### config.mk
export PLATFORM = sky130hd
export DESIGN_NAME = nfca_tx_modulate
export DESIGN_NICKNAME = d
export VERILOG_FILES = /design/src/rtl/nfca_pkg.sv /design/src/rtl/nfca_etu_timer.sv /design/src/rtl/nfca_tx_modulate.sv
export SDC_FILE = /design/constraint.sdc
export NUM_CORES = 1
export LEC_CHECK = 0
export ABC_AREA = 1
export CAP_MARGIN = 30
export CORE_MARGIN = 2
export CORE_UTILIZATION = 45
export CTS_CLUSTER_SIZE = 14
export DETAILED_ROUTE_END_ITERATION = 6
export PLACE_DENSITY_LB_ADDON = 0.08
export SLEW_MARGIN = 20
export SYNTH_ARGS = -nofsm -noshare
export SYNTH_HDL_FRONTEND = slang
export SYNTH_HIERARCHICAL = 1
export SYNTH_SLANG_ARGS = --single-unit
### constraint.sdc
create_clock -name clk -period 2 [get_ports clk]
set_clock_uncertainty 0.2 [all_clocks]
set_input_delay 0.2 -clock clk [delete_from_list [all_inputs] [get_ports clk]]
set_output_delay 0.2 -clock clk [all_outputs]
set_load 0.02 [all_outputs]
### src/rtl/nfca_pkg.sv
// -----------------------------------------------------------------------------
// nfca_pkg
//   Shared types, timing defaults and helpers for the ISO14443A PCD transmit
//   path at 106 kbit/s, with clk running at 81.36 MHz (6 x fc).
//
//   Contents
//     miller_sym_t           Modified-Miller symbol of one ETU
//     CARRIER_DIV_DEFAULT    clk cycles per 13.56 MHz carrier period
//     ETU_CYC_DEFAULT        clk cycles per bit (128/fc)
//     PAUSE_CYC_DEFAULT      100% ASK pause width in clk cycles (32/fc)
//     miller_select()        symbol chosen for the coming ETU
// -----------------------------------------------------------------------------
package nfca_pkg;

   typedef enum logic [1:0] {
      SYM_IDLE,   // nothing sampled since reset, no pause
      SYM_X,      // pause in the second half of the ETU
      SYM_Y,      // no pause for the whole ETU
      SYM_Z       // pause at the start of the ETU
   } miller_sym_t;

   localparam int CARRIER_DIV_DEFAULT = 6;
   localparam int ETU_CYC_DEFAULT     = 768;
   localparam int PAUSE_CYC_DEFAULT   = 192;

   // Modified-Miller symbol for one ETU.
   //   en/tx_bit         : what upstream offers for the coming ETU
   //   prev_en/prev_bit  : what was sent in the ETU before
   // A frame always opens with Z; a logic 1 is X; a logic 0 is Y when it
   // directly follows a 1 and Z otherwise; no data means Y.
   function automatic miller_sym_t miller_select(
      input logic en,
      input logic tx_bit,
      input logic prev_en,
      input logic prev_bit
   );
      miller_sym_t sym;
      if (!en) begin
         sym = SYM_Y;
      end else if (!prev_en) begin
         sym = SYM_Z;
      end else if (tx_bit) begin
         sym = SYM_X;
      end else if (prev_bit) begin
         sym = SYM_Y;
      end else begin
         sym = SYM_Z;
      end
      return sym;
   endfunction

endpackage : nfca_pkg

### src/rtl/nfca_etu_timer.sv
// -----------------------------------------------------------------------------
// nfca_etu_timer
//   Free-running bit-phase and carrier-phase counters for the PCD modulator,
//   plus the one-cycle tx_req strobe that paces the upstream frame builder.
//
//   Ports
//     clk        in   clock (81.36 MHz)
//     rstn       in   synchronous reset, active-low
//     ph         out  bit phase, 0..ETU_CYC-1, wraps
//     cph        out  carrier phase, 0..CARRIER_DIV-1, wraps
//     etu_start  out  1 while ph==0 (the symbol sampling cycle)
//     tx_req     out  registered pulse, high while ph==ETU_CYC-1
//
//   The counters run whenever rstn=1 regardless of field or data state, so
//   the upstream builder is paced at a constant rate.
// -----------------------------------------------------------------------------
module nfca_etu_timer
   import nfca_pkg::*;
#(
   parameter  int CARRIER_DIV = CARRIER_DIV_DEFAULT,
   parameter  int ETU_CYC     = ETU_CYC_DEFAULT,
   localparam int PH_W        = $clog2(ETU_CYC),
   localparam int CPH_W       = $clog2(CARRIER_DIV)
) (
   input  logic             clk,
   input  logic             rstn,
   output logic [PH_W-1:0]  ph,
   output logic [CPH_W-1:0] cph,
   output logic             etu_start,
   output logic             tx_req
);

   localparam logic [PH_W-1:0]  PH_LAST     = PH_W'(ETU_CYC - 1);
   localparam logic [PH_W-1:0]  PH_REQ_PRE  = PH_W'(ETU_CYC - 2);
   localparam logic [CPH_W-1:0] CPH_LAST    = CPH_W'(CARRIER_DIV - 1);

   logic [PH_W-1:0]  ph_reg;
   logic [PH_W-1:0]  ph_next;
   logic [CPH_W-1:0] cph_reg;
   logic [CPH_W-1:0] cph_next;
   logic             tx_req_reg;
   logic             tx_req_next;
   logic             ph_wrap;

   always_comb begin
      ph_wrap     = (ph_reg == PH_LAST);
      ph_next     = ph_wrap ? '0 : ph_reg + PH_W'(1);
      // Clearing cph on the ETU wrap keeps every ETU edge on a carrier
      // period boundary even if the two ever fell out of step.
      cph_next    = (ph_wrap || (cph_reg == CPH_LAST)) ? '0 : cph_reg + CPH_W'(1);
      // Decoded one phase early so the registered strobe lines up with
      // ph==ETU_CYC-1 and upstream can present new data during ph==0.
      tx_req_next = (ph_reg == PH_REQ_PRE);
   end

   always_ff @(posedge clk) begin
      if (!rstn) begin
         ph_reg     <= '0;
         cph_reg    <= '0;
         tx_req_reg <= 1'b0;
      end else begin
         ph_reg     <= ph_next;
         cph_reg    <= cph_next;
         tx_req_reg <= tx_req_next;
      end
   end

   assign ph        = ph_reg;
   assign cph       = cph_reg;
   assign etu_start = (ph_reg == '0);
   assign tx_req    = tx_req_reg;

endmodule : nfca_etu_timer

### src/rtl/nfca_tx_modulate.sv
// -----------------------------------------------------------------------------
// nfca_tx_modulate
//   PCD-side bit modulator for ISO14443A at 106 kbit/s. Paces the upstream
//   frame builder with one tx_req per ETU, samples tx_en/tx_bit once per ETU,
//   applies Modified-Miller coding (X/Y/Z sequences, 100% ASK pauses) and
//   emits the gated 13.56 MHz carrier for the RF front end.
//
//   Ports
//     clk          in   81.36 MHz clock (6 x fc)
//     rstn         in   synchronous reset, active-low
//     rf_on        in   1 = field enabled, 0 = carrier_out held low
//     tx_req       out  1-cycle pulse at ph==ETU_CYC-1; upstream updates
//                       tx_en/tx_bit in the following cycle
//     tx_en        in   tx_bit is valid for the coming ETU (S and E included)
//     tx_bit       in   bit value for the coming ETU
//     pause_n      out  modulation envelope, 0 = field paused
//     carrier_out  out  carrier & pause_n & rf_on, one register stage
//     tx_active    out  high from the first modulated ETU through the
//                       trailing Y ETU; used for RX blanking
//
//   Timing
//     tx_en/tx_bit are sampled on the edge that ends ph==0. The pause
//     envelope is registered and appears two cycles after that sample:
//       Z : pause_n=0 for ph in [2, PAUSE_CYC+1]
//       X : pause_n=0 for ph in [ETU_CYC/2+2, ETU_CYC/2+PAUSE_CYC+1]
//     Coding state keeps running while rf_on=0; only the carrier is gated.
// -----------------------------------------------------------------------------
module nfca_tx_modulate
   import nfca_pkg::*;
#(
   parameter int CARRIER_DIV = CARRIER_DIV_DEFAULT,
   parameter int ETU_CYC     = ETU_CYC_DEFAULT,
   parameter int PAUSE_CYC   = PAUSE_CYC_DEFAULT
) (
   input  logic clk,
   input  logic rstn,
   input  logic rf_on,
   output logic tx_req,
   input  logic tx_en,
   input  logic tx_bit,
   output logic pause_n,
   output logic carrier_out,
   output logic tx_active
);

   localparam int PH_W  = $clog2(ETU_CYC);
   localparam int CPH_W = $clog2(CARRIER_DIV);

   // Pause windows expressed in the phase seen one cycle before pause_n
   // updates, because pause_n is itself a register on top of sym_reg.
   localparam logic [PH_W-1:0]  Z_FIRST   = PH_W'(1);
   localparam logic [PH_W-1:0]  Z_LAST    = PH_W'(PAUSE_CYC);
   localparam logic [PH_W-1:0]  X_FIRST   = PH_W'(ETU_CYC / 2 + 1);
   localparam logic [PH_W-1:0]  X_LAST    = PH_W'(ETU_CYC / 2 + PAUSE_CYC);
   localparam logic [CPH_W-1:0] CPH_HIGH  = CPH_W'(CARRIER_DIV / 2);

   // Elaboration guard: the pause windows and the carrier alignment only
   // make sense for these parameter relationships.
   if (((ETU_CYC % 2) != 0) || ((ETU_CYC % CARRIER_DIV) != 0) ||
       (PAUSE_CYC >= ETU_CYC / 2) || (CARRIER_DIV < 2)) begin : g_bad_params
      $error("nfca_tx_modulate: inconsistent ETU_CYC/CARRIER_DIV/PAUSE_CYC");
   end

   // ---------------------------------------------------------------------
   // Bit and carrier timing
   // ---------------------------------------------------------------------
   logic [PH_W-1:0]  ph;
   logic [CPH_W-1:0] cph;
   logic             etu_start;

   nfca_etu_timer #(
      .CARRIER_DIV (CARRIER_DIV),
      .ETU_CYC     (ETU_CYC)
   ) u_etu_timer (
      .clk       (clk),
      .rstn      (rstn),
      .ph        (ph),
      .cph       (cph),
      .etu_start (etu_start),
      .tx_req    (tx_req)
   );

   // ---------------------------------------------------------------------
   // Miller encoder and envelope state
   // ---------------------------------------------------------------------
   miller_sym_t sym_reg;
   miller_sym_t sym_next;
   logic        prev_en_reg;
   logic        prev_en_next;
   logic        prev_bit_reg;
   logic        prev_bit_next;
   logic        tx_active_reg;
   logic        tx_active_next;
   logic        pause_n_reg;
   logic        pause_n_next;
   logic        carrier_reg;
   logic        carrier_next;
   logic        in_z_window;
   logic        in_x_window;

   always_comb begin
      sym_next       = sym_reg;
      prev_en_next   = prev_en_reg;
      prev_bit_next  = prev_bit_reg;
      tx_active_next = tx_active_reg;

      if (etu_start) begin
         sym_next       = miller_select(tx_en, tx_bit, prev_en_reg, prev_bit_reg);
         prev_en_next   = tx_en;
         // A gap ETU counts as a 0, so a frame starting after it is not
         // mistaken for a 0 following a 1.
         prev_bit_next  = tx_en & tx_bit;
         // While data flows this is 1; on the first empty ETU it keeps the
         // previous tx_en, covering exactly one trailing Y ETU.
         tx_active_next = tx_en | prev_en_reg;
      end

      // The windows never include ph==0, so the stale sym_reg seen during
      // the sampling cycle cannot produce a pause.
      in_z_window  = (ph >= Z_FIRST) && (ph <= Z_LAST);
      in_x_window  = (ph >= X_FIRST) && (ph <= X_LAST);
      pause_n_next = !(((sym_reg == SYM_Z) && in_z_window) ||
                       ((sym_reg == SYM_X) && in_x_window));

      // Carrier gated with the envelope value that is about to be
      // registered, so carrier_out and pause_n switch on the same edge.
      carrier_next = (cph < CPH_HIGH) & pause_n_next & rf_on;
   end

   always_ff @(posedge clk) begin
      if (!rstn) begin
         sym_reg       <= SYM_IDLE;
         prev_en_reg   <= 1'b0;
         prev_bit_reg  <= 1'b0;
         tx_active_reg <= 1'b0;
         pause_n_reg   <= 1'b1;
         carrier_reg   <= 1'b0;
      end else begin
         sym_reg       <= sym_next;
         prev_en_reg   <= prev_en_next;
         prev_bit_reg  <= prev_bit_next;
         tx_active_reg <= tx_active_next;
         pause_n_reg   <= pause_n_next;
         carrier_reg   <= carrier_next;
      end
   end

   assign pause_n     = pause_n_reg;
   assign carrier_out = carrier_reg;
   assign tx_active   = tx_active_reg;

endmodule : nfca_tx_modulate
### Word-level counts from Yosys, hierarchy flattened

Cells that the tools add are included.

| cells by class | value |
|---|---|
| $add $sub $neg | 2 |
| order comparisons | 5 |
| equality and inequality tests | 5 |
| multiplexer cells | 4 |
| bitwise logic cells | 5 |
| reduce and logical (&&, ||, !) cells | 10 |

Operator list:

| operator | count |
|---|---|
| $eq 10x10->1 const B | 2 |
| $add 10x1->10 const B | 1 |
| $ge 10x1->1 const B | 1 |
| $ge 10x9->1 const B | 1 |
| $le 10x10->1 const B | 1 |
| $le 10x8->1 const B | 1 |
| $logic_not 10->1 | 1 |
| $mux 2 | 3 |
| $logic_and 1x1->1 | 4 |
| $reduce_or 2->1 | 2 |
| $add 3x1->3 const B | 1 |
| $and 1x1->1 | 3 |
| $eq 3x3->1 const B | 1 |
| $lt 3x2->1 const B | 1 |
| $eq 2x1->1 const B | 1 |
| $eq 2x2->1 const B | 1 |
| $logic_or 1x1->1 | 2 |
| $logic_not 1->1 | 1 |
| $mux 1 | 1 |
| $not 1->1 | 1 |
| $or 1x1->1 | 1 |

| storage, ports and cells | value |
|---|---|
| register bits | 21 |
| input bits | 5 |

### Depth between registers and ports, before layout

Gate-level depths: netlist of run 1.

| depth | value |
|---|---|
| depth in word-level cells | 7 |
| gate-level depth with buffers | 8 |
| mapped depth without buffers | 8 |

### By module

Netlist of run 1, hierarchy kept.

Modules (own cells, without submodules):

| module | times used | cells each | area each (µm²) | sequential area each (µm²) |
|---|---|---|---|---|
| nfca_etu_timer | 1 | 83 | 723.2 | 280.3 |
| nfca_tx_modulate | 1 | 68 | 425.4 | 140.1 |

### Worst setup path before layout of run 1

No wires, ideal clock.

| timing path | value |
|---|---|
| path kind | reg2reg |
| from | reg u_etu_timer.ph_reg[0], in the netlist u_etu_timer/ph[0] |
| to | reg sym_reg[0] |
| arrival | 1,565 ps |
| setup slack | 165 ps |
| cell stages (with the launch flop) | 9 |
| path buffers | 0 |
| clock period less this slack | 1,835 ps |
| path through | dfxtp_1 -> inv_1 -> ha_1 -> nand3_1 -> nor4_1 -> nand2_1 -> nor2_1 -> inv_1 -> a21oi_1 |

| between the ends | value |
|---|---|
| word-level cells in the longest chain between the ends | 1 |

RTL lines:

| element | RTL line | text |
|---|---|---|
| start, declared | nfca_etu_timer.sv:37 | `logic [PH_W-1:0] ph_reg;` |
| start signal, assigned | nfca_etu_timer.sv:62 | `ph_reg <= ph_next;` |
| $logic_not 10->1 | nfca_etu_timer.sv:70 | `assign etu_start = (ph_reg == '0);` |
| via etu_start | nfca_tx_modulate.sv:69 | `logic etu_start;` |
| end signal, assigned | nfca_tx_modulate.sv:139 | `sym_reg <= sym_next;` |
| end, declared | nfca_tx_modulate.sv:86 | `miller_sym_t sym_reg;` |

The timed path passes the listed nets, and every way through them passes these cells.
A chain may end at the register's enable or synchronous reset.

### Final worst setup path of run 1

| timing path | value |
|---|---|
| from | reg u_etu_timer.ph_reg[1], in the netlist u_etu_timer/ph[1] |
| to | reg sym_reg[0] |

The elaborated chain is that of the path after synthesis.

==> key figures, run 1 <==
Global route
  – Grt total ovfl: 0
  – Initial antenna violation count: 0
  – Largest net degree at the start of global routing: 12
  – GRT Util Overall: 16.8%
  – First-pass GRT wire length: around 3.6 mm
  – Vias in the first global route: 841

Routing
  – Routed Antenna Nets: 0
  – DRC viols: 0
  – Wire per inst: 11.1 um
  – DRT Pass-1 Iters: 4
  – Routed vias/inst: 4.83
  – Vias: 947
  – Drt initial violations: 18
  – WL final: 2.18 mm

Floorplanning
  – Die area: 0.00297 mm^2
  – Rows: 18
  – Starting Density: 46.8%
  – Core area: 0.00245 mm^2
  – Top Ports: 9
  – Die H: 54.5 um
  – DIE WIDTH: between 50 and 60 um

Critical path
  – CP max FO: 7
  – Worst Setup Start Kind: register
  – Setup CP Type: reg -> reg
  – Critical path endpoint: sym_reg[0]
  – Critical Path AT: ~1900 ps
  – Setup crit start: u_etu_timer/ph[1]
  – Reg2reg start: u_etu_timer/ph[1]
  – R2R Setup Slk: 180 ps
  – Endpoint type of the worst setup path: register
  – RR Endpoint: sym_reg[0]
  – R2r worst-path depth: 9
  – CP Data Required Time: 2030 ps

Clock tree
  – Htree depth: 1
  – CTS resizes: 0
  – Clk root buf: clkbuf_4
  – Skew-Pair Late Insertion Delay: 300 ps
  – # hold bufs at CTS: 0
  – Total CTS buffers: 3
  – Setup Fix Bufs, Post-CTS: 0
  – Worst-path clk slew: ~110 ps
  – CTS tree: built
  – Longest Clk Path Bufs: 2
  – CTS sink count: 21

Synthesis
  – Largest area contributor in the netlist: dfxtp_1
  – Synthesized area per cell: around 7.6 um^2
  – Synthesized cell area: between 0.001 and 0.0015 mm^2
  – Synth top area share: a little over a third
  – Largest family of logic cells by synthesized area: simple AND/OR/NAND/NOR gates
  – Synth async-reset ratio: 0%
  – Prevailing post-synth register cell: dfxtp_1
  – Mapped Cells: 151
  – Post-synthesis xor/xnor area fraction: 3.81%
  – Synth Area in Adders: 5.45%
  – Number of synthesized flops with an enable pin: 0
  – Multiplexer area fraction after synthesis: 0%
  – Distinct cells, synth: 26
  – Compound-Gate Fraction of Synth Area: between 7 and 8%
  – Yosys warns: 6
  – Synth Area in Simple Gates: 39.4%
  – Synth top area cells: dfxtp_1 37%, nand2_1 9.2%, inv_1 7.2%
  – Synthesized net count: approximately 160
  – Yosys reg bits: 21
  – Share of the yosys chip area belonging to registers: between 30 and 40%

STA
  – Setup_tns: 0 ps
  – Slew @ Worst Pin: 346 ps
  – Max Slew Vio Count: 0
  – Hold Vio Cnt, Final: 0
  – RSZ-0062 raised after global routing: false
  – Max_slew headroom: approximately 77%
  – Fin crit period: 1820 ps
  – F_max: 0.549 GHz
  – Final worst-path cycle share: just over 90%
  – Count of final setup violators: 0

Power
  – Power Density: 601 mW/mm^2
  – Worst vdd ir: 372 uV
  – Pleak: 0.542 nW

Layout
  – Max reg flops: 10
  – Diode count: 0
  – Layout cell share with drive strength beyond 1: 17.5%
  – Fin nets: 177
  – Post-route cell area: roughly 0.0013 mm^2
  – Filler Cell Count: about 250
  – Synthesis-to-layout area growth: 14.5%

Outcome
  – Run status: completed

Worst hold path
  – Worst hold path class: reg -> reg

Place
  – Detail Placement HPWL: 1.64 mm
  – IO Port Bufs: 8
  – GPL Wtd Cong: 0.819
  – Area after DPL: around 0.0013 mm^2

Job
  – Max Cap Violations: 0
[worst min path at each step]
stage | from | endpoint | cells past startpoint
after floorplan | rstn | pause_n | 1
after global placement | u_etu_timer/cph[0] | u_etu_timer/cph[0] | 1
after detailed placement | u_etu_timer/cph[0] | u_etu_timer/cph[0] | 1
after CTS | tx_active | tx_active | 2
after global routing | prev_bit_reg | prev_bit_reg | 2
final | tx_active | tx_active | 2
[kinds of logic after synthesis]
| logic type | Yosys count |
|---|---|
| and+or+nand+nor | 81 |
| buffers and inverters | 23 |
| DFF | 21 |
| AOI/OAI and AO/OA | 16 |
| xor gates and xnor gates | 5 |
| adders and majority gates | 5 |
[stage by stage]
| step | utilization, % | hold slack [ps] | setup WS [ps] | cells | power (mW) |
|---|---|---|---|---|---|
| floorplan | - | 66.8 | 165 | 151 | 0.549 |
| global placement | 52.5 | 249 | 331 | 192 | 0.591 |
| detailed placement | 52.5 | 260 | 215 | 192 | 0.595 |
| CTS | 53.6 | 282 | 188 | 196 | 0.805 |
| global route | 53.6 | 308 | 29.7 | 196 | 0.836 |
| finish | 53.6 | 279 | 179 | 196 | 0.791 |
[Yosys cell counts, types with 2 or more instances]
| cell | number |
|---|---|
| a21oi_1 | 11 |
| dfxtp_1 | 21 |
| ha_1 | 5 |
| inv_1 | 22 |
| nand2_1 | 28 |
| nand2_2 | 3 |
| nand3_1 | 7 |
| nand3_2 | 2 |
| nand4_1 | 2 |
| nor2_1 | 20 |
| nor2_2 | 8 |
| nor2_4 | 3 |
| o21ai_0 | 2 |
| o21ai_1 | 2 |
| xnor2_1 | 4 |
[layer usage]
metal  vias to the layer above  global-route usage [%]  share of wire, %
met5                         -                       0                 0
met4                         0                    7.50              0.92
met3                         2                    2.46               4.1
met2                        12                    26.3                46
met1                       429                    22.9                49
li1                        504                       -                 -
[power by group]
part           total (mW)  switching [mW]  internal [mW]  leakage (nW)
clock               0.205           0.128         0.0777        0.0150
sequential          0.461          0.0200          0.441         0.172
combinational       0.124          0.0668         0.0571         0.355
[critical path, cell delays in order (launching register included)]
cell and delay [ps]:
dfxtp_1 400, inv_1 80, ha_1 140, nand3_1 70, nor4_1 250, buf_4 180
nand2_1 80, nor2_1 130, inv_1 70, a21oi_1 160
[final cells by class]
cell class,count,area [um^2],share of cell area (%)
multi-input combinational,107,642,48.8
sequential,21,420,32.0
timing repair buffer,11,103,7.80
inverter,23,86.3,6.57
tap,30,37.5,2.85
clock buffer,4,26.3,2.00
[layout by cell type, fill, tap and decap left out, drive strengths merged]
cell / netlist / final
o21ai: 4 / 4
clkbuf: 0 / 4
clkdlybuf4s50: 0 / 8
ha: 5 / 5
nand2: 33 / 33
a21oi: 11 / 11
dfxtp: 21 / 21
nand4: 3 / 3
nor2: 32 / 32
nand3: 10 / 10
xor2: 1 / 1
inv: 23 / 23
nand3b: 1 / 1
o21a: 1 / 1
buf: 0 / 3
nor4: 1 / 1
xnor2: 4 / 4
and3: 1 / 1
(Power assumes the default switching activity.)
==> run 2: changes to the inputs <==
--- a/config.mk
+++ b/config.mk
@@ -8,7 +8,7 @@
 export ABC_AREA = 1
 export CAP_MARGIN = 30
 export CORE_MARGIN = 2
-export CORE_UTILIZATION = 45
+export CORE_UTILIZATION = 52
 export CTS_CLUSTER_SIZE = 14
 export DETAILED_ROUTE_END_ITERATION = 6
 export PLACE_DENSITY_LB_ADDON = 0.08
==> key figures, run 2 (same netlist as run 1, synthesis figures left out) <==
Outcome
  – Run status: completed

Worst hold path
  – Hold path depth: 2 (unchanged)
  – Hold_sp: prev_bit_reg
  – Hold Path End: prev_bit_reg
  – Worst hold path class: reg -> reg

Clock tree
  – Setup Fix Bufs, Post-CTS: 0 (unchanged)
  – CTS sink count: 21 (unchanged)
  – Longest Clk Path Bufs: 2 (unchanged)
  – Htree depth: 1 (unchanged)
  – CTS resizes: 0 (unchanged)
  – Total CTS buffers: 3 (unchanged)
  – Skew-Pair Late Insertion Delay: 290 ps (about the same)
  – Worst-path clk slew: 110 ps (about the same)
  – Clk root buf: clkbuf_4
  – # hold bufs at CTS: 0 (unchanged)
  – CTS tree: built

Place
  – Pre-CTS setup slack: 216 ps (+0.540 ps)
  – IO Port Bufs: 8 (unchanged)
  – GPL Wtd Cong: 0.836 (+2.2%)
  – Number of instances in the placed design: 189 (-1.6%)
  – Area after DPL: 0.00128 mm^2 (-0.78%)
  – Detail Placement HPWL: 1.55 mm (-5.6%)

Critical path
  – R2R Setup Slk: 180 ps (about the same)
  – CP max FO: 7 (unchanged)
  – Crit-path cells: inv_1 > ha_1 > nand3_1 > nor4_1 > buf_4 > nand2_1 > nor2_1 > inv_1 > a21oi_1
  – CP top delay family: simple AND/OR/NAND/NOR gates
  – Slowest stage delay, CP: 390 ps (about the same)
  – Slowest CP cell: dfxtp_1
  – Worst Setup Start Kind: register
  – Reg2reg start: u_etu_timer/ph[1]
  – CP Data Required Time: 2030 ps (about the same)
  – Endpoint type of the worst setup path: register
  – Setup CP Type: reg -> reg
  – Critical Path AT: 1850 ps (about the same)
  – CP Buf/Inv Count: 3 (unchanged)
  – Worst path most repeated cell: inv_1
  – RR Endpoint: sym_reg[0]
  – R2r worst-path depth: 9 (unchanged)

Routing
  – Routed Antenna Nets: 0 (unchanged)
  – DRT Pass-1 Iters: 4 (unchanged)
  – Wire per inst: 10.7 um (-3.8%)
  – Vias: 941 (-0.63%)
  – DRC viols: 0 (unchanged)
  – Drt initial violations: 24 (+6)
  – WL final: 2.06 mm (-5.3%)
  – Routed vias/inst: 4.88 (+0.91%)

Floorplanning
  – Rows: 17 (-1)
  – Top Ports: 9 (unchanged)
  – DIE WIDTH: 51 um (-6.5%)
  – Die area: 0.00260 mm^2 (-12%)
  – Core area: 0.00215 mm^2 (-12%)
  – Die H: 51 um (-6.5%)
  – Starting Density: 53.5% (+6.7 points)

Power
  – Pleak: 0.537 nW (-0.89%)
  – Power Density: 599 mW/mm^2 (-0.38%)
  – Worst vdd ir: 363 uV (-2.5%)
  – Total power: 0.782 mW (-1.1%)

Layout
  – Cell Count, Final, Fillers Out: 193 (-1.5%)
  – Filler Cell Count: 197 (-20%)
  – Most frequent cells in the layout: 28 x nand2_1, 22 x inv_1, 21 x dfxtp_1
  – Multi-input logic area: 642 um^2 (unchanged)
  – Layout cell share with drive strength beyond 1: 17.0% (-0.50 points)
  – Max reg flops: 10 (unchanged)
  – Diode count: 0 (unchanged)
  – Synthesis-to-layout area growth: 13.6%
  – Register Area: 420 um^2 (unchanged)
  – Post-route cell area: 0.00131 mm^2 (-0.76%)
  – Commonest non-fill, non-tap cell in the layout: nand2_1
  – Fin nets: 176 (-0.56%)
  – Final core utilization: 60.7% (+7.2 points)

Global route
  – Vias in the first global route: 907 (+7.8%)
  – Largest net degree at the start of global routing: 12 (unchanged)
  – Initial antenna violation count: 0 (unchanged)
  – GRT Util Overall: 17.8% (+1.0 points)
  – Grt total ovfl: 0 (unchanged)
  – First-pass GRT wire length: 3.57 mm (unchanged)

STA
  – Slew @ Worst Pin: 468 ps (+122 ps)
  – Final hold slack: 274 ps (-4.26 ps)
  – F_max: 0.549 GHz (about the same)
  – Final worst-path cycle share: 91.1% (about the same)
  – Fin crit period: 1820 ps (+1.36 ps)
  – Hold Vio Cnt, Final: 0 (unchanged)
  – Max_slew headroom: 68.7% (-8.1 points)
  – Setup_tns: 0 ps (unchanged)
  – RSZ-0062 raised after global routing: false
  – Max Slew Vio Count: 0 (unchanged)
  – Final WS setup: 178 ps (-1.36 ps)
  – Count of final setup violators: 0 (unchanged)

Job
  – Max Cap Violations: 0 (unchanged)
-- run 2: changes by cell type in the layout (fill, tap and decap cells not counted), sizes merged --
cell / delta
buf: -1
-- run 2: power by group --
part | internal [mW] | switching (mW) | total (mW) | leakage [nW]
Combinational | 0.0556 | 0.0660 | 0.122 | 0.350
Clock | 0.0775 | 0.122 | 0.199 | 0.0150
Sequential | 0.441 | 0.0195 | 0.461 | 0.172
-- run 2: cell type report --
type	instances	area share (%)
well taps	28	2.68
flip-flops and latches	21	32.2
clock buffers	4	2.01
repair buffers	10	7.29
multi-input cells	107	49.2
inverters	23	6.62
-- run 2: how the worst max path moves through the flow --
stage / start / endpoint / cells after the start
global route: u_etu_timer/ph[1] / sym_reg[0] / 9
global placement: u_etu_timer/ph[1] / sym_reg[0] / 9
CTS: u_etu_timer/ph[1] / sym_reg[0] / 9
detailed placement: u_etu_timer/ph[1] / sym_reg[0] / 9
finish: u_etu_timer/ph[1] / sym_reg[0] / 9
floorplan: u_etu_timer/ph[0] / sym_reg[0] / 8
-- run 2: per-layer routing --
metal / vias to the layer above / global-route usage, % / share of wire (%)
li1: 495 / - / -
met1: 427 / 22.0 / 48
met2: 17 / 30.7 / 47
met3: 2 / 3.80 / 4.0
met4: 0 / 5.86 / 0.68
met5: - / 0 / 0
-- run 2: worst min-delay path: stages (launching register included) --
cell and delay (ps):
dfxtp_1 330, nand2_1 60, a21oi_1 50
==> run 3: changes to the inputs <==
--- a/config.mk
+++ b/config.mk
@@ -15,5 +15,4 @@
 export SLEW_MARGIN = 20
 export SYNTH_ARGS = -nofsm -noshare
 export SYNTH_HDL_FRONTEND = slang
-export SYNTH_HIERARCHICAL = 1
 export SYNTH_SLANG_ARGS = --single-unit
==> key figures, run 3 <==
Routing
  – Routed vias/inst: 4.87 (-0.18%)
  – Wire per inst: 10.1 um (-5.3%)
  – Drt initial violations: 17 (-29%)
  – DRT Pass-1 Iters: 4 (unchanged)
  – Routed Antenna Nets: 0 (unchanged)
  – Vias: 876 (-6.9%)
  – WL final: 1.82 mm (-12%)
  – DRC viols: 0 (unchanged)

Floorplanning
  – Core area: 0.00192 mm^2 (-11%)
  – Starting Density: 53.9% (+0.44 points)
  – Rows: 16 (-1)
  – Top Ports: 9 (unchanged)
  – DIE WIDTH: 48.6 um (-4.6%)
  – Die H: 48.6 um (-4.6%)
  – Die area: 0.00237 mm^2 (-9.1%)

Place
  – Detail Placement HPWL: 1.46 mm (-5.8%)
  – IO Port Bufs: 8 (unchanged)
  – GPL Wtd Cong: 0.803 (-4.0%)
  – Area after DPL: 0.00115 mm^2 (-10%)

Synthesis
  – Synthesized cell area: 0.00104 mm^2 (-9.8%)
  – Share of the yosys chip area belonging to registers: 40.6% (+4.0 points)
  – Mapped Cells: 141 (-6.6%)
  – Synthesized net count: 152 (-5.6%)
  – Yosys reg bits: 21 (unchanged)
  – Synth top area cells: dfxtp_1 41%, nand2_1 12%, ha_1 7.2%
  – Prevailing post-synth register cell: dfxtp_1
  – Synth async-reset ratio: 0% (unchanged)
  – Distinct cells, synth: 21 (-19%)
  – Synth cell count leaders: 32 x nand2_1, 21 x dfxtp_1, 17 x inv_1
  – Synth top area share: 40.6% (+4.0 points)
  – Number of synthesized flops with an enable pin: 0 (unchanged)
  – Count leader, synth: nand2_1
  – Largest area contributor in the netlist: dfxtp_1
  – Yosys warns: 0 (-6)
  – Synthesized area per cell: 7.35 um^2 (-3.4%)

Clock tree
  – # hold bufs at CTS: 0 (unchanged)
  – Worst-path clk slew: 110 ps (about the same)
  – CTS sink count: 21 (unchanged)
  – CTS resizes: 0 (unchanged)
  – Total CTS buffers: 3 (unchanged)
  – Setup Fix Bufs, Post-CTS: 0 (unchanged)
  – Htree depth: 1 (unchanged)
  – Clk root buf: clkbuf_4
  – CTS tree: built
  – Longest Clk Path Bufs: 2 (unchanged)
  – Skew-Pair Late Insertion Delay: 300 ps (about the same)

Power
  – Combinational group share of total power: 14.1% (-1.5 points)
  – Pleak: 0.482 nW (-10%)
  – Clk pwr share: 26.3% (+0.8 points)
  – Power Density: 653 mW/mm^2 (+9.0%)
  – NetSw: 0.206 mW (-0.62%)
  – Pint: 0.563 mW (-2.1%)
  – Seq pwr share: 59.6% (+0.7 points)
  – Worst vdd ir: 583 uV (+61%)
  – Switching part of the total: 26.8% (+0.29 points)

STA
  – Setup_tns: 0 ps (unchanged)
  – F_max: 0.608 GHz (+11%)
  – Hold Vio Cnt, Final: 0 (unchanged)
  – Final hold slack: 261 ps (-13.0 ps)
  – Count of final setup violators: 0 (unchanged)
  – Final worst-path cycle share: 82.2% (-8.9 points)
  – Max_slew headroom: 81.8% (+13 points)
  – Slew @ Worst Pin: 273 ps (-195 ps)
  – Fin crit period: 1640 ps (-178 ps)
  – RSZ-0062 raised after global routing: false
  – Max Slew Vio Count: 0 (unchanged)

Critical path
  – Critical Path AT: 1240 ps (-610 ps)
  – Slowest stage delay, CP: 600 ps (+210 ps)
  – CP top delay family: buffers and inverters
  – Slowest CP cell: clkdlybuf4s50_1
  – Crit-path cells: clkdlybuf4s50_1
  – Setup CP Type: reg -> out
  – CP Data Required Time: 1600 ps (-430 ps)
  – CP max FO: 1 (-6)
  – Endpoint type of the worst setup path: primary output
  – Worst Setup Start Kind: register
  – CP Buf/Inv Count: 1 (-2)

Job
  – Max Cap Violations: 0 (unchanged)

Layout
  – Synthesis-to-layout area growth: 13.6% (about the same)
  – Post-route cell area: 0.00118 mm^2 (-9.8%)
  – Most frequent cells in the layout: 32 x nand2_1, 21 x dfxtp_1, 17 x inv_1
  – Filler Cell Count: 194 (-1.5%)
  – Diode count: 0 (unchanged)
  – Max reg flops: 10 (unchanged)
  – Layout cell share with drive strength beyond 1: 8.50% (-8.5 points)
  – Fin nets: 165 (-6.3%)
  – Commonest non-fill, non-tap cell in the layout: nand2_1

Global route
  – First-pass GRT wire length: 3.31 mm (-7.3%)
  – Largest net degree at the start of global routing: 13 (+1)
  – Grt total ovfl: 0 (unchanged)
  – Vias in the first global route: 792 (-13%)
  – GRT Util Overall: 17.9% (+0.051 points)
  – Initial antenna violation count: 0 (unchanged)

Worst hold path
  – Worst hold path class: in -> reg

Outcome
  – Run status: completed
-- run 3: cells by family after synthesis --
| logic type | after synthesis | share of synthesized area, % |
|---|---|---|
| xor gates and xnor gates | 4 | 3.38 |
| DFF | 21 | 40.6 |
| adders and majority gates | 6 | 7.25 |
| buffers and inverters | 19 | 6.88 |
| AOI/OAI and AO/OA | 16 | 7.73 |
| and+or+nand+nor | 75 | 34.2 |
-- run 3: final cells by class --
class	instances	area, um^2	area share, %
flip-flops and latches	21	420	35.7
repair buffers	8	80.1	6.80
inverters	19	71.3	6.06
well taps	27	33.8	2.87
clock buffers	3	22.5	1.91
multi-input cells	101	544	46.2
clock inverters	1	5.00	0.425
-- run 3: metal layers --
layer  share of wire, %  wire length [um]  track usage (%)
met1                 49               886             22.9
met2                 48               876             29.5
met3                3.1                57             3.70
met4                  0                 0             7.14
met5                  0                 0                0
-- run 3: metrics by stage --
step                      setup slack (ps)  total power [mW]  std cells  utilization [%]
after floorplan                        620             0.539        141                -
after global placement                 477             0.573        176             59.8
after detailed placement               421             0.577        176             59.8
after CTS                              327             0.781        180             61.3
after global routing                   226             0.814        180             61.3
final                                  356             0.769        180             61.3
-- run 3: worst register-to-register path, delay by kind of cell, from the launching register on --
kind | cells | cell delay, ps
simple gates | 6 | 560
buf+inv | 1 | 80
fa+ha+maj | 1 | 220
flops | 1 | 420
-- run 3: path summary, 6_finish.rpt --
kind | from | endpoint | slack [ps] | cells after the start
setup / recovery | u_etu_timer.tx_req | tx_req | 360 | 1
hold / removal | rf_on | carrier_out | 260 | 3
setup reg to reg | u_etu_timer.ph[0] | pause_n | 420 | 8
hold reg to reg | tx_active | tx_active | 270 | 2
-- run 3: power groups by stage --
stage,Clock [mW],Combinational [mW],Sequential [mW]
final,0.202,0.108,0.458
after global routing,0.226,0.126,0.462
after CTS,0.213,0.110,0.459
after detailed placement,0,0.109,0.468
after global placement,0,0.106,0.467
after floorplan,0,0.0688,0.470
